$ cat src/rtl/adder_seq_ctrl_if.sv
// Bus bundle for adder_seq_ctrl: byte receive strobe, operand/adder handshake,
// byte transmit handshake and status.
interface adder_seq_ctrl_if;
    logic         rx_valid;
    logic [7:0]   rx_byte;
    logic [380:0] op_a;
    logic [380:0] op_b;
    logic         add_start;
    logic         add_done;
    logic [381:0] add_sum;
    logic [7:0]   tx_byte;
    logic         tx_valid;
    logic         tx_ready;
    logic         busy;
    logic [1:0]   err;

    modport slave (
        input  rx_valid,
        input  rx_byte,
        output op_a,
        output op_b,
        output add_start,
        input  add_done,
        input  add_sum,
        output tx_byte,
        output tx_valid,
        input  tx_ready,
        output busy,
        output err
    );

    modport master (
        output rx_valid,
        output rx_byte,
        input  op_a,
        input  op_b,
        input  add_start,
        output add_done,
        output add_sum,
        input  tx_byte,
        input  tx_valid,
        output tx_ready,
        input  busy,
        input  err
    );
endinterface

$ cat src/rtl/adder_seq_ctrl.sv
// Sequencer: assembles two MSB-first byte frames into adder operands, launches
// the adder, waits (bounded) for its result and streams the result out bytewise.
module adder_seq_ctrl #(
    parameter int NBYTES  = 48,
    parameter int TIMEOUT = 1024
) (
    input  logic            clk,
    input  logic            reset,
    adder_seq_ctrl_if.slave bus
);

    localparam int               TMO_W    = (TIMEOUT > 1) ? $clog2(TIMEOUT) : 1;
    localparam logic [5:0]       LAST_IDX = 6'(NBYTES - 1);
    localparam logic [TMO_W-1:0] TMO_LAST = TMO_W'(TIMEOUT - 1);

    typedef enum logic [2:0] {
        ST_RX_A     = 3'd0,
        ST_RX_B     = 3'd1,
        ST_START    = 3'd2,
        ST_WAIT_ADD = 3'd3,
        ST_TX       = 3'd4
    } state_e;

    state_e             state_q, state_d;
    logic [5:0]         cnt_q, cnt_d;
    logic [TMO_W-1:0]   tmo_q, tmo_d;
    logic [383:0]       shadow_q, shadow_d;
    logic [383:0]       result_q, result_d;
    logic [380:0]       op_a_q, op_a_d;
    logic [380:0]       op_b_q, op_b_d;
    logic               add_start_q, add_start_d;
    logic               tx_valid_q, tx_valid_d;
    logic [7:0]         tx_byte_q, tx_byte_d;
    logic               busy_q, busy_d;
    logic [1:0]         err_q, err_d;
    logic               last_byte_s;
    logic               tx_fire_s;
    logic               rx_drop_s;

    // Byte k of a frame sits MSB-first: byte 0 occupies the top used byte lane.
    function automatic logic [8:0] byte_lsb(input logic [5:0] k);
        return 9'((NBYTES - 1 - int'(k)) * 8);
    endfunction

    function automatic logic [7:0] byte_of(input logic [383:0] v, input logic [5:0] k);
        logic [383:0] sh;
        sh = v >> byte_lsb(k);
        return sh[7:0];
    endfunction

    assign last_byte_s = (cnt_q == LAST_IDX);
    assign tx_fire_s   = tx_valid_q & bus.tx_ready;
    assign rx_drop_s   = bus.rx_valid & ((state_q == ST_START) | (state_q == ST_WAIT_ADD) |
                                         (state_q == ST_TX));

    // Next-state, datapath and next-output decode.
    always_comb begin
        state_d  = state_q;
        cnt_d    = cnt_q;
        tmo_d    = tmo_q;
        shadow_d = shadow_q;
        result_d = result_q;
        op_a_d   = op_a_q;
        op_b_d   = op_b_q;
        err_d    = err_q;

        case (state_q)
            ST_RX_A, ST_RX_B: begin
                if (bus.rx_valid) begin
                    shadow_d[byte_lsb(cnt_q) +: 8] = bus.rx_byte;
                    if (last_byte_s) begin
                        cnt_d = 6'd0;
                        if (state_q == ST_RX_A) begin
                            op_a_d  = shadow_d[380:0];
                            state_d = ST_RX_B;
                        end else begin
                            op_b_d  = shadow_d[380:0];
                            state_d = ST_START;
                        end
                    end else begin
                        cnt_d = cnt_q + 6'd1;
                    end
                end else begin
                    cnt_d = cnt_q;
                end
            end
            ST_START: begin
                tmo_d   = {TMO_W{1'b0}};
                state_d = ST_WAIT_ADD;
            end
            ST_WAIT_ADD: begin
                // A completion on the final allowed cycle still wins over the abort.
                if (bus.add_done) begin
                    result_d = {2'b00, bus.add_sum};
                    cnt_d    = 6'd0;
                    state_d  = ST_TX;
                end else if (tmo_q == TMO_LAST) begin
                    cnt_d    = 6'd0;
                    err_d[1] = 1'b1;
                    state_d  = ST_RX_A;
                end else begin
                    tmo_d = tmo_q + {{(TMO_W-1){1'b0}}, 1'b1};
                end
            end
            ST_TX: begin
                if (tx_fire_s) begin
                    if (last_byte_s) begin
                        cnt_d   = 6'd0;
                        state_d = ST_RX_A;
                    end else begin
                        cnt_d = cnt_q + 6'd1;
                    end
                end else begin
                    cnt_d = cnt_q;
                end
            end
            default: begin
                cnt_d   = 6'd0;
                state_d = ST_RX_A;
            end
        endcase

        if (rx_drop_s) begin
            err_d[0] = 1'b1;
        end else begin
            err_d[0] = err_d[0];
        end

        add_start_d = (state_d == ST_START);
        tx_valid_d  = (state_d == ST_TX);
        busy_d      = !((state_d == ST_RX_A) && (cnt_d == 6'd0));
        if (tx_valid_d) begin
            tx_byte_d = byte_of(result_d, cnt_d);
        end else begin
            tx_byte_d = 8'h00;
        end
    end

    // State, datapath and registered-output flops.
    always_ff @(posedge clk) begin
        if (reset) begin
            state_q     <= ST_RX_A;
            cnt_q       <= 6'd0;
            tmo_q       <= {TMO_W{1'b0}};
            shadow_q    <= 384'd0;
            result_q    <= 384'd0;
            op_a_q      <= 381'd0;
            op_b_q      <= 381'd0;
            add_start_q <= 1'b0;
            tx_valid_q  <= 1'b0;
            tx_byte_q   <= 8'h00;
            busy_q      <= 1'b0;
            err_q       <= 2'b00;
        end else begin
            state_q     <= state_d;
            cnt_q       <= cnt_d;
            tmo_q       <= tmo_d;
            shadow_q    <= shadow_d;
            result_q    <= result_d;
            op_a_q      <= op_a_d;
            op_b_q      <= op_b_d;
            add_start_q <= add_start_d;
            tx_valid_q  <= tx_valid_d;
            tx_byte_q   <= tx_byte_d;
            busy_q      <= busy_d;
            err_q       <= err_d;
        end
    end

    assign bus.op_a      = op_a_q;
    assign bus.op_b      = op_b_q;
    assign bus.add_start = add_start_q;
    assign bus.tx_valid  = tx_valid_q;
    assign bus.tx_byte   = tx_byte_q;
    assign bus.busy      = busy_q;
    assign bus.err       = err_q;

endmodule

$ cat src/flat_wrapper.sv
// flat-port wrapper written by rule: the top's interface ports become plain ports
module adder_seq_ctrl_flat 
#(
    parameter int NBYTES  = 48,
    parameter int TIMEOUT = 1024
)
  (clk, reset, bus_rx_valid, bus_rx_byte, bus_op_a, bus_op_b, bus_add_start, bus_add_done, bus_add_sum, bus_tx_byte, bus_tx_valid, bus_tx_ready, bus_busy, bus_err);
  adder_seq_ctrl_if bus_i ();
  input  logic clk;
  input  logic reset;
  input wire logic [$bits(bus_i.rx_valid)-1:0] bus_rx_valid;
  input wire logic [$bits(bus_i.rx_byte)-1:0] bus_rx_byte;
  output wire logic [$bits(bus_i.op_a)-1:0] bus_op_a;
  output wire logic [$bits(bus_i.op_b)-1:0] bus_op_b;
  output wire logic [$bits(bus_i.add_start)-1:0] bus_add_start;
  input wire logic [$bits(bus_i.add_done)-1:0] bus_add_done;
  input wire logic [$bits(bus_i.add_sum)-1:0] bus_add_sum;
  output wire logic [$bits(bus_i.tx_byte)-1:0] bus_tx_byte;
  output wire logic [$bits(bus_i.tx_valid)-1:0] bus_tx_valid;
  input wire logic [$bits(bus_i.tx_ready)-1:0] bus_tx_ready;
  output wire logic [$bits(bus_i.busy)-1:0] bus_busy;
  output wire logic [$bits(bus_i.err)-1:0] bus_err;
  assign bus_i.rx_valid = bus_rx_valid;
  assign bus_i.rx_byte = bus_rx_byte;
  assign bus_op_a = bus_i.op_a;
  assign bus_op_b = bus_i.op_b;
  assign bus_add_start = bus_i.add_start;
  assign bus_i.add_done = bus_add_done;
  assign bus_i.add_sum = bus_add_sum;
  assign bus_tx_byte = bus_i.tx_byte;
  assign bus_tx_valid = bus_i.tx_valid;
  assign bus_i.tx_ready = bus_tx_ready;
  assign bus_busy = bus_i.busy;
  assign bus_err = bus_i.err;
  adder_seq_ctrl #(.NBYTES(NBYTES), .TIMEOUT(TIMEOUT)) u_core (.clk(clk), .reset(reset), .bus(bus_i));
endmodule
$ cat config.mk
export PLATFORM = sky130hd
export DESIGN_NAME = adder_seq_ctrl_flat
export DESIGN_NICKNAME = d
export VERILOG_FILES = /design/src/rtl/adder_seq_ctrl_if.sv /design/src/rtl/adder_seq_ctrl.sv /design/src/flat_wrapper.sv
export SDC_FILE = /design/constraint.sdc
export NUM_CORES = 2
export LEC_CHECK = 0
export BUFFER_PORTS_ARGS = -buffer_cell sky130_fd_sc_hd__buf_2
export CORE_AREA = 2 2 453 455
export DETAILED_ROUTE_END_ITERATION = 8
export DIE_AREA = 0 0 455 457
export GPL_ROUTABILITY_DRIVEN = 1
export RECOVER_POWER = 25
export SLEW_MARGIN = 40
export SYNTH_ARGS = -nofsm -noshare
export SYNTH_HDL_FRONTEND = slang
export SYNTH_SLANG_ARGS = --single-unit
export TNS_END_PERCENT = 100
$ cat constraint.sdc
create_clock -name clk -period 3.9 [get_ports clk]
set_input_delay 0.39 -clock clk [delete_from_list [all_inputs] [get_ports clk]]
set_output_delay 0.39 -clock clk [all_outputs]
set_load 0.005 [all_outputs]
# After elaboration in Yosys (flattened, before gate mapping)
# Index checks and enable logic that the tools add are counted.
# totals
reg_bits	1562
inputBits	395
output_inout_bits	775
word_cells	71
# op_classes
n_addsub	5
n_eq_ne	10
n_shift	3
mux	20
bitwise	7
n_reduce_logical	13
# op_table
cell	count
two-way mux 384 bit	2
bitwise mux 384 bit	1
variable shift 8 x 11 -> 384 bit (first input constant)	1
variable part select 8 x 11 -> 384 bit	1
right shift 384 x 9 -> 8 bit	1
two-way mux 6 bit	5
one-hot mux 6 bit (4 select lines)	1
two-way mux 10 bit	2
one-hot mux 10 bit (2 select lines)	1
two-way mux 3 bit	6
one-hot mux 3 bit (4 select lines)	1
subtractor 6 bit (first input constant)	2
negation 9 -> 11 bit	1
adder 10 x 1 -> 10 bit (second input constant)	1
== test 10 bit (second input constant)	1
== test 3 x 2 -> 1 bit (second input constant)	3
AND reduction 4 bit	2
adder 6 x 1 -> 6 bit (second input constant)	1
== test 3 bit (second input constant)	2
== test 6 bit (second input constant)	1
zero test 3 bit	2
zero test 6 bit	1
AND reduction 3 bit	2
!= test 2 bit (second input constant)	2
other kinds (10)	15

# Depth between registers and ports, before layout
# depth
depth_word	8
ltp_mapped	16
depth_no_buf	13

# Worst setup path before layout
# Ideal clock, no wire load.
# synth_timing
path_kind	reg-to-reg
startpoint	reg u_core.cnt_q[1]
endpoint	reg u_core.tx_byte_q[3], in the netlist u_core.bus.tx_byte[3]
setup_ns	0.058
arrival_time_ns	3.230
t_required_ns	3.842
slack_ns	0.613
stages_incl_launch_ff	16
path_buffers	4
synth_period_minus_slack_ns	3.287
cell_sequence	dfxtp_1 > ha_1 > buf_2 > and3_1 > buf_2 > a221oi_4 > buf_2 > nand2_1 > a31oi_1 > inv_1 > buf_2 > ha_1 > nor3b_1 > o41ai_1 > a21oi_1 > a211o_1
# synth_via
elab_chain_cells	7
elab_cells_between_ends	18
cone_classes	2 x add/sub; 2 x eq/ne; 1 x shift; 11 x mux; 1 x bitwise; 1 x reduce/logical
# synth_lines
element	line	text
start: declaration	adder_seq_ctrl.sv:25	logic [5:0] cnt_q, cnt_d;
start signal: assignment	adder_seq_ctrl.sv:156	cnt_q <= cnt_d;
branches (longest 7 deep; another with adder 6 x 1 -> 6 bit)	--	
end signal: assignment	adder_seq_ctrl.sv:164	tx_byte_q <= tx_byte_d;
end: declaration	adder_seq_ctrl.sv:33	logic [7:0] tx_byte_q, tx_byte_d;
# Parallel ways; which one is timed is not known.
# A chain may end at the register's enable or synchronous reset.

# Final worst setup path
# layout_timing
startpoint	reg u_core.cnt_q[2]
endpoint	reg u_core.shadow_q[138]
# layout_via
elab_chain_cells	4
elab_cells_between_ends	5
cone_classes	2 x add/sub; 2 x shift; 1 x mux
# layout_lines
element	line	text
subtractor 6 bit (*)	adder_seq_ctrl.sv:42	return 9'((NBYTES - 1 - int'(k)) * 8);
negation 9 -> 11 bit (*)	adder_seq_ctrl.sv:70	shadow_d[byte_lsb(cnt_q) +: 8] = bus.rx_byte;
variable part select 8 x 11 -> 384 bit / variable shift 8 x 11 -> 384 bit (equally long branches)	adder_seq_ctrl.sv:70	
bitwise mux 384 bit (*)	adder_seq_ctrl.sv:70	
end signal: assignment	adder_seq_ctrl.sv:158	shadow_q <= shadow_d;
end: declaration	adder_seq_ctrl.sv:27	logic [383:0] shadow_q, shadow_d;
# Every way passes the cells marked *; elsewhere a longest branch is shown, timed or not.

==> results.ini <==
[run_status]
outcome=finished clean

[logic_synthesis]
yosysMostFrequentCell=dfxtp_1
yosysTopAreaCell=dfxtp_1
async_flop_share_pct=0
synth_top_flop_cell=dfxtp_1
ys_seq_area_share_pct=50.7
ys_types=87
synth.area.top_cells=dfxtp_1, a211oi_1, nor2_1
syn_inst=7169
syn_area_sq_um=61600
synth_nets=7571
synth-edff-count=0
yosysTopAreaCellShare_pct=50.7
synth_commonest_cells=dfxtp_1, nor2_1, nand2_1
ys_seq_elements=1559
yosys_warnings=0
synth.avg_cell_area_sq_um=8.59

[global_routing]
grt_usage_pct=25.5
grt_pass1_vias=55700
grt_pass1_wl_microns=392000
antenna_found_initial=30
grt_max_degree=173
grt-ovfl-total=0

[finish]
area_growth_pct=30.6
multi_input_area_sq_um=28000
fin_nets=8906
fill_cells=20300
final_cells=11400
layout-drive-gt1-share_pct=15.6
seq_area_sq_um=31200

[timing]
rsz0062_at_grt=no
worst_pin_slew_ns=0.934
period_share_pct=94.8
setup_slack_ns=0.203
finalCriticalPeriod_ns=3.70
fin_tns_setup_ns=0
finalHoldViolCount=0
slew_headroom_pct=37.7
fin_worst_skew_ns=0.0565
clock.fmax_ghz=0.270
report.final.slew_viol_count=0
setup_viol_count_final=0

[floorplanning]
dieArea_sq_um=208000
die_x_microns=455
io_pins=1170
num_rows=166
core_region_area_sq_um=203000
start_util_pct=30.3
die_y_microns=457

[drt]
drt-vias-per-instance=5.20
vias=59000
drtPass1Iterations=5
drc_errors=0
drt_iter0_markers=5245
antenna_left=0
wirelength_microns=278000
wl_per_cell_microns=24.5

[placement]
gp_congestion=0.900
place_ws_ns=0.115
portBuffers=1169
post-dp-hpwl_microns=203000
place_inst=10600

[job]
drv_cap=0

[min_path]
hold_start=bus_rx_byte[6]
worst_hold_path.num_cells=3
hold_path_end=u_core.shadow_q[294]
hp-class=input port to register

[worst_setup_path]
cp-end-kind=register
r2r_end=u_core.shadow_q[138]
path_max_fanout=16
criticalPathCategory=register to register
worstReg2RegStart=u_core.cnt_q[2]
crit_required_ns=4.66
critPathLaunchType=register
reg2regPathDepth=12
arrival_ns=4.46
r2r_setup_slack_ns=0.20

[power_and_ir_drop]
power.share.sequential_pct=45.1
p_per_area_nw_per_um2=443
internal-power_mw=26.9
ir_drop_mv=0.474
p_switching_mw=8.70
p_total_mw=35.7
p_clk_share_pct=48.2
p_leak_nw=28.8
power_frac_comb_pct=6.7
p_sw_share_pct=24.4

[clock_network]
cts_sinks=1559
cts_setup_buffers=0
path_clk_slew_ns=0.06
cts-root-buf=clkbuf_16
cts_tree=built
clock_path_buffers=3
insertion_delay_ns=0.85
cts_made_buffers=170
htreeDepth=4

## power by group through the flow
stage | Combinational, mW | Sequential, mW | Clock, mW
global placement | 2.02 | 16.4 | 0
finish | 2.40 | 16.1 | 17.2
floorplan | 0.944 | 16.4 | 0
global route | 2.50 | 16.1 | 18.1
detailed placement | 2.04 | 16.4 | 0
CTS | 2.36 | 16.1 | 17.4
## repair_timing
action,4_1_cts,5_1_grt
gates resized for setup,0,3
hold endpoints to repair,410,0
hold buffers,390,0
setup endpoints to repair,0,2
## flip-flops by register name, summed over array words and instances, names as in the netlist, 2 cells and up
| register | flops |
|---|---|
| u_core.bus.err | 2 |
| u_core.bus.op_a | 381 |
| u_core.bus.op_b | 381 |
| u_core.bus.tx_byte | 8 |
| u_core.cnt_q | 6 |
| u_core.result_q | 384 |
| u_core.shadow_q | 381 |
| u_core.state_q | 3 |
| u_core.tmo_q | 10 |
## worst max-delay path, cell delays in order (launching register included)
cell and delay [ns]:
dfxtp_1 0.47, buf_4 0.23, nand4_1 0.24, xnor2_1 0.21, buf_4 0.16, o41a_1 0.37, buf_4 0.22, nor3_2 0.25
buf_4 0.28, nand2_1 0.44, nor2_1 0.52, a21oi_1 0.07, nor2_1 0.12
## layer usage
metal	vias to the layer above	track usage, %	wire length (microns)
met5	-	0	41
met1	28200	30.4	109000
li1	27700	-	-
met2	2494	43.4	134000
met3	596	4.56	18200
met4	6	13.6	16800
## metrics by stage
step                hold WS [ns]  utilization (%)  instance area, sq um
finish                    0.0753             39.5                 80400
global route              0.0549             39.5                 80400
CTS                     0.000657             39.7                 80800
detailed placement         0.439             34.9                 71000
global placement           0.438             34.8                 70800
floorplan                  0.431                -                 61600
## worst max-delay path by stage
stage          cells past startpoint  slack [ns]                    end         startpoint
4_1_cts                           12        0.08  u_core.bus.tx_byte[7]  u_core.state_q[2]
6_report                          12        0.20   u_core.shadow_q[138]    u_core.cnt_q[2]
2_1_floorplan                     15        0.61  u_core.bus.tx_byte[3]    u_core.cnt_q[1]
3_3_place_gp                      10        0.18   u_core.shadow_q[135]    u_core.cnt_q[2]
5_1_grt                           11        0.03   u_core.shadow_q[138]    u_core.cnt_q[3]
3_5_place_dp                      12        0.12  u_core.bus.tx_byte[7]  u_core.state_q[2]
## cells in the final DEF (no fill, tap or decap), drive strengths merged, types with 12 or more instances in the layout
cell	count
dfxtp	1559
nor2	1430
nand2	1009
buf	988
a211oi	904
clkbuf	658
a21oi	563
mux2i	520
dlygate4sd3	390
nor3	129
o21ai	57
nand3	52
a31oi	39
clkinv	32
a311oi	25
diode	22
inv	22
and3	20
bufinv	17
o22ai	16
or3	12
mux2	12
## kinds of logic (layout without fill, tap and decap cells)
family	Yosys count	in the layout	synth area share, %
buf+inv	641	2116	4.24
flops	1559	1559	50.7
xor+xnor	13	13	0.197
other cells	0	22	0
fa+ha+maj	7	7	0.142
mux	532	532	8.68
compound gates	1700	1700	18.5
simple gates	2717	2717	17.6
## final cells by class
cell class | instances | share of cell area [%]
inverter | 12 | 0.0560
tap | 2688 | 4.18
clock inverter | 68 | 1.15
sequential | 1559 | 38.8
multi-input combinational | 4969 | 34.8
clock buffer | 244 | 6.24
antenna | 22 | 0.0685
timing repair buffer | 1792 | 14.7
(Power assumes the default switching activity.)
